### config.mk
export PLATFORM = sky130hd
export DESIGN_NAME = spi_periph_shifter
export DESIGN_NICKNAME = d
export VERILOG_FILES = /design/src/rtl/spi_periph_shifter.sv
export SDC_FILE = /design/constraint.sdc
export NUM_CORES = 1
export LEC_CHECK = 0
export ABC_CLOCK_PERIOD_IN_PS = 1600
export BUFFER_PORTS_ARGS = -buffer_cell sky130_fd_sc_hd__clkbuf_2
export CORE_MARGIN = 4
export CORE_UTILIZATION = 49
export CTS_BUF_LIST = sky130_fd_sc_hd__clkbuf_16
export DETAILED_ROUTE_END_ITERATION = 6
export GPL_ROUTABILITY_DRIVEN = 0
export PLACE_DENSITY = 0.73
export REMOVE_ABC_BUFFERS = 1
export SYNTH_ARGS = -nofsm -noshare
export SYNTH_HDL_FRONTEND = slang
export SYNTH_SLANG_ARGS = --single-unit
export TNS_END_PERCENT = 10
### constraint.sdc
create_clock -name sys_clk -period 1.6 [get_ports sys_clk]
set_input_delay 0.24 -clock sys_clk [delete_from_list [all_inputs] [get_ports sys_clk]]
set_output_delay 0.24 -clock sys_clk [all_outputs]
set_load 0.005 [all_outputs]
### src/rtl/spi_periph_shifter.sv
// ---------------------------------------------------------------------------
// spi_periph_shifter
//   Mode-0 (CPOL=0, CPHA=0), MSB-first SPI peripheral byte engine. The pad
//   inputs are synchronized and oversampled in sys_clk (sys_clk >= 4x SCLK).
//   Whole bytes are exchanged with the fabric over valid/ready handshakes.
//
// Ports
//   sys_clk, sys_rst        system clock, synchronous active-high reset
//   sclk_i, csn_i, copi_i   SPI pins from pad D_IN_0
//   cipo_o, cipo_oe         CIPO pad D_OUT_0 / OUTPUT_ENABLE
//   tx_data/valid/ready     one-entry TX holding register
//   rx_data/valid/ready     received byte toward the consumer
//   tx_underrun             pulse: TX_IDLE substituted at a byte start
//   rx_overrun              pulse: received byte dropped (consumer not ready)
//   busy                    high while a frame is active
// ---------------------------------------------------------------------------
module spi_periph_shifter #(
   parameter int          SYNC_STAGES = 2,
   parameter logic [7:0]  TX_IDLE     = 8'hFF
) (
   input  logic       sys_clk,
   input  logic       sys_rst,
   input  logic       sclk_i,
   input  logic       csn_i,
   input  logic       copi_i,
   output logic       cipo_o,
   output logic       cipo_oe,
   input  logic [7:0] tx_data,
   input  logic       tx_valid,
   output logic       tx_ready,
   output logic [7:0] rx_data,
   output logic       rx_valid,
   input  logic       rx_ready,
   output logic       tx_underrun,
   output logic       rx_overrun,
   output logic       busy
);

   typedef enum logic {ST_IDLE = 1'b0, ST_ACTIVE = 1'b1} state_t;

   state_t                 r_state;
   logic [SYNC_STAGES-1:0] r_sclk_sync, r_csn_sync, r_copi_sync;
   logic                   r_sclk_d, r_csn_d;
   logic [2:0]             r_cnt;
   // The TX shifter is {cipo_o, r_tx_sh}: the MSB lives in the output flop.
   logic [6:0]             r_tx_sh;
   // Received bits of the current byte; the 8th bit completes it directly.
   logic [6:0]             r_rx_sh;
   logic [7:0]             r_hold;
   logic                   r_hold_full;

   logic                   w_sclk, w_csn, w_copi;
   logic                   w_sclk_rise, w_sclk_fall, w_csn_rise, w_csn_fall;
   logic [7:0]             w_next_tx, w_rx_next;

   assign w_sclk      = r_sclk_sync[SYNC_STAGES-1];
   assign w_csn       = r_csn_sync[SYNC_STAGES-1];
   assign w_copi      = r_copi_sync[SYNC_STAGES-1];
   assign w_sclk_rise =  w_sclk & ~r_sclk_d;
   assign w_sclk_fall = ~w_sclk &  r_sclk_d;
   assign w_csn_rise  =  w_csn  & ~r_csn_d;
   assign w_csn_fall  = ~w_csn  &  r_csn_d;
   assign w_next_tx   = r_hold_full ? r_hold : TX_IDLE;
   assign w_rx_next   = {r_rx_sh, w_copi};
   assign tx_ready    = ~r_hold_full;

   always_ff @(posedge sys_clk) begin
      if (sys_rst) begin
         r_state     <= ST_IDLE;
         r_sclk_sync <= '0;
         r_csn_sync  <= '1;
         r_copi_sync <= '0;
         r_sclk_d    <= 1'b0;
         r_csn_d     <= 1'b1;
         r_cnt       <= 3'd0;
         r_tx_sh     <= 7'd0;
         r_rx_sh     <= 7'd0;
         r_hold      <= 8'd0;
         r_hold_full <= 1'b0;
         cipo_o      <= 1'b1;
         cipo_oe     <= 1'b0;
         rx_data     <= 8'd0;
         rx_valid    <= 1'b0;
         tx_underrun <= 1'b0;
         rx_overrun  <= 1'b0;
         busy        <= 1'b0;
      end else begin
         r_sclk_sync <= {r_sclk_sync[SYNC_STAGES-2:0], sclk_i};
         r_csn_sync  <= {r_csn_sync[SYNC_STAGES-2:0],  csn_i};
         r_copi_sync <= {r_copi_sync[SYNC_STAGES-2:0], copi_i};
         r_sclk_d    <= w_sclk;
         r_csn_d     <= w_csn;
         tx_underrun <= 1'b0;
         rx_overrun  <= 1'b0;

         // Consumer handshake; a byte landing this cycle overrides below.
         if (rx_valid && rx_ready)
            rx_valid <= 1'b0;

         // Holding register fill; it can only be consumed when full, so a
         // fill and a consume never coincide.
         if (tx_valid && !r_hold_full) begin
            r_hold      <= tx_data;
            r_hold_full <= 1'b1;
         end

         case (r_state)
            ST_IDLE: begin
               if (w_csn_fall) begin
                  r_state <= ST_ACTIVE;
                  cipo_oe <= 1'b1;
                  busy    <= 1'b1;
                  r_cnt   <= 3'd0;
                  cipo_o  <= w_next_tx[7];
                  r_tx_sh <= w_next_tx[6:0];
                  if (r_hold_full) r_hold_full <= 1'b0;
                  else             tx_underrun <= 1'b1;
               end
            end
            ST_ACTIVE: begin
               if (w_csn_rise) begin
                  // Frame end wins over any sclk edge in the same cycle.
                  r_state <= ST_IDLE;
                  cipo_oe <= 1'b0;
                  busy    <= 1'b0;
                  r_cnt   <= 3'd0;
               end else begin
                  if (w_sclk_rise) begin
                     r_rx_sh <= w_rx_next[6:0];
                     r_cnt   <= r_cnt + 3'd1;
                     if (r_cnt == 3'd7) begin
                        if (!rx_valid || rx_ready) begin
                           rx_data  <= w_rx_next;
                           rx_valid <= 1'b1;
                        end else begin
                           rx_overrun <= 1'b1;
                        end
                     end
                  end
                  if (w_sclk_fall) begin
                     if (r_cnt != 3'd0) begin
                        cipo_o  <= r_tx_sh[6];
                        r_tx_sh <= {r_tx_sh[5:0], 1'b0};
                     end else begin
                        // Byte boundary: start the next TX byte.
                        cipo_o  <= w_next_tx[7];
                        r_tx_sh <= w_next_tx[6:0];
                        if (r_hold_full) r_hold_full <= 1'b0;
                        else             tx_underrun <= 1'b1;
                     end
                  end
               end
            end
            default: r_state <= ST_IDLE;
         endcase
      end
   end

endmodule

==> key figures <==
Power
  • Pwr/cell area: 1150 nW/um^2
  • Leak: 0.000885 uW
  • Max rail drop VDD: between 0.0007 and 0.0008 V

Critical path
  • Worst Setup End Kind: flip-flop
  • Data required, critical path: 1.77 ns
  • CP arrival: 1.73 ns
  • Flop2flop setup slack: between 0.04 and 0.05 ns
  • Kind of critical path: flip-flop to flip-flop
  • CP Launch Type: flip-flop
  • Worst-path cell chain: inv_1 > ha_1 > nor2b_4 > or2b_1 > buf_4 > o22ai_1 > a211oi_2
  • CP max stage delay: 0.37 ns
  • Critical path fanouts, max: 6
  • CP max stage cell: dfxtp_2

GRT
  • First-pass GRT wire length: 5.86 mm
  • Vias in the first global route: 1350
  • Tot GR Track Use: 14.9%
  • Largest net degree at the start of global routing: 30
  • Initial antenna violation count: 0
  • GR Overflow Total: 0

CTS
  • CTS clk-pin slew, worst paths: roughly 0.06 ns
  • Num CTS Buffers: 5
  • Worst-skew pair later-pin latency: 0.29 ns
  • TritonCTS Sinks: 48
  • CTS tree: done
  • Cts-stage hold buffer count: 0
  • Htree depth: 2
  • Post-CTS Setup Inserts: 0
  • Clock Tree Buf Depth: 2
  • Root buf cell: clkbuf_16

STA
  • Layout Skew: 0.00386 ns
  • Fmax: 641 MHz
  • Final critical-path share of the clock period: 97.4%
  • RSZ-0062 raised after global routing: yes
  • WHS: 0.130 ns
  • Slew headroom: 64.6%
  • Final Critical Period: 1.56 ns
  • Hold Fails Final Rpt: 0
  • Worst setup margin: ~0.041 ns
  • Slew Viols, Final: 0
  • Slew @ Worst Pin: about 0.53 ns
  • Final setup viols: 0

Finish
  • Area grow syn2layout: 22.9%
  • Storage cell area: 965 um^2
  • Fin nets: ~250
  • Finished layout cell area: roughly 2300 um^2
  • Filler instances: 318
  • Area of the multi-input gates: 838 um^2
  • Antenna fix cells: 0
  • Proportion of layout cells with a drive suffix above 1: roughly 29%

Detailed routing
  • Via density: 5.09
  • Drt total wl: 3.44 mm
  • Residual DRC: 0
  • Routed WL per cell: between 10 and 15 um
  • Pre-antenna DRT Iters: 4
  • Post-DRT Antenna Nets: 0
  • 1st-iter DRT viols: between 60 and 70
  • Routed vias: between 1000 and 1500

Die
  • Die X: 69.5 um
  • Core area: 3660 um^2
  • Initial Util: 50.5%
  • Number of top-level pins: 30
  • DIE AREA: ~4800 um^2
  • Standard-cell rows: 22
  • Chip height: 69.5 um

Placement
  • Total placed instance area: 2050 um^2
  • Dpl hpwl: 2.36 mm
  • PortBufs: 29
  • Setup slack after placement: -0.146 ns

Synthesis
  • Post-synth cell types: 34
  • Most common cell in the netlist: dfxtp_1
  • Synth Instances: 200
  • Synth async-reset ratio: 0%
  • Sequential fraction of the synthesis area: 51.9%
  • Post-synth EDFFs: 0
  • Area contributors post-synth: dfxtp_1, nand2_1, a21oi_1
  • Ys Warns: 0
  • Largest area contributor in the netlist: dfxtp_1
  • Synth cell count leaders: dfxtp_1, nand2_1, a21oi_1
  • Synth top area share: 51.9%
  • Ys flop type: dfxtp_1
  • Mapped Avg Cell Area: 9.25 um^2
  • Synth Cell Area: 1850 um^2
  • Synth Register Bits: 48

Job
  • Maxcap violations: 0

Min path
  • Worst Hold Class: input port to flip-flop

Status
  • Outcome: complete, no violations
==> metrics by stage <==
step	utilization [%]	total power, uW	TNS, ns	std cells
after floorplan	-	1370	0	189
after global placement	56.1	1450	-0.599	275
final	62.1	2610	0	283
after CTS	61.1	2650	0	283
after detailed placement	56.1	1460	-0.946	275
after global routing	62.1	2720	-0.00202	283
==> path summary, 6_finish.rpt <==
| path | from | end | cells after the start |
|---|---|---|---|
| worst max-delay path | r_cnt[0] | r_tx_sh[4] | 7 |
| worst min-delay path | csn_i | r_csn_sync[0] | 2 |
| worst max register to register | r_cnt[0] | r_tx_sh[4] | 7 |
| worst min register to register | r_csn_sync[0] | r_csn_sync[1] | 1 |
==> layout make-up <==
type | instances | share of cell area [%]
clock buffers | 5 | 5.50
multi-input cells | 134 | 36.9
repair buffers | 38 | 9.36
inverters | 7 | 1.16
flip-flops and latches | 48 | 42.4
clock inverters | 3 | 2.04
well taps | 48 | 2.64
==> registers in the layout, indices dropped and copies added, names as in the netlist <==
name,flops
r_hold,8
rx_data,8
r_rx_sh,7
r_tx_sh,7
r_cnt,3
r_copi_sync,2
r_csn_sync,2
r_sclk_sync,2
busy,1
cipo_o,1
r_csn_d,1
r_hold_full,1
r_sclk_d,1
r_state,1
rx_overrun,1
rx_valid,1
tx_underrun,1
==> per-layer routing <==
layer	global-route usage (%)	part of all wire, %	wire [um]
met3	5.07	3.7	129
met4	6.51	2.0	70
met1	18.2	46	1600
met5	0	0	0
met2	23.8	48	1640
==> what timing repair did <==
item | 4_1_cts | 5_1_grt
pin swaps | 0 | 1
resized for setup | 4 | 9
setup endpoints to repair | 12 | 16
hold endpoints to repair | 0 | 0
==> cell usage in the layout (no fill, tap or decap), types with 2 or more instances in the layout <==
| cell | netlist | routed |
|---|---|---|
| dfxtp_1 | 48 | 45 |
| nand2_1 | 34 | 34 |
| clkbuf_2 | 0 | 29 |
| a21oi_1 | 20 | 20 |
| nor2_1 | 16 | 16 |
| nor2b_1 | 10 | 9 |
| buf_4 | 1 | 9 |
| mux2i_1 | 8 | 8 |
| inv_1 | 7 | 7 |
| o22ai_1 | 7 | 6 |
| clkbuf_16 | 0 | 5 |
| a211oi_2 | 4 | 4 |
| nand2b_1 | 3 | 3 |
| nand3_1 | 3 | 3 |
| or2_2 | 3 | 3 |
| nor2_2 | 3 | 3 |
| a211oi_1 | 3 | 3 |
| dfxtp_2 | 0 | 3 |
| o21ai_0 | 2 | 2 |
| a32oi_1 | 2 | 2 |
| nor3_1 | 2 | 2 |
| ha_4 | 0 | 2 |
==> cell families after synthesis <==
group	count (synthesis)	share of synthesized area, %
flops	48	51.9
buf+inv	18	5.21
compound gates	42	15.4
fa+ha+maj	3	2.03
simple gates	80	20.5
mux	9	4.94
==> critical path, delay by kind of cell (launching register included) <==
family	cells	cell delay, ns
simple gates	2	0.38
fa+ha+maj	1	0.19
flops	1	0.37
compound gates	2	0.27
buf+inv	2	0.23
==> power by group <==
group          internal, uW  total (uW)  switching, uW
Combinational          77.9         168           89.7
Sequential             1240        1260           28.5
Clock                   742        1180            439
Total                  2060        2610            558
(Power assumes the default switching activity.)
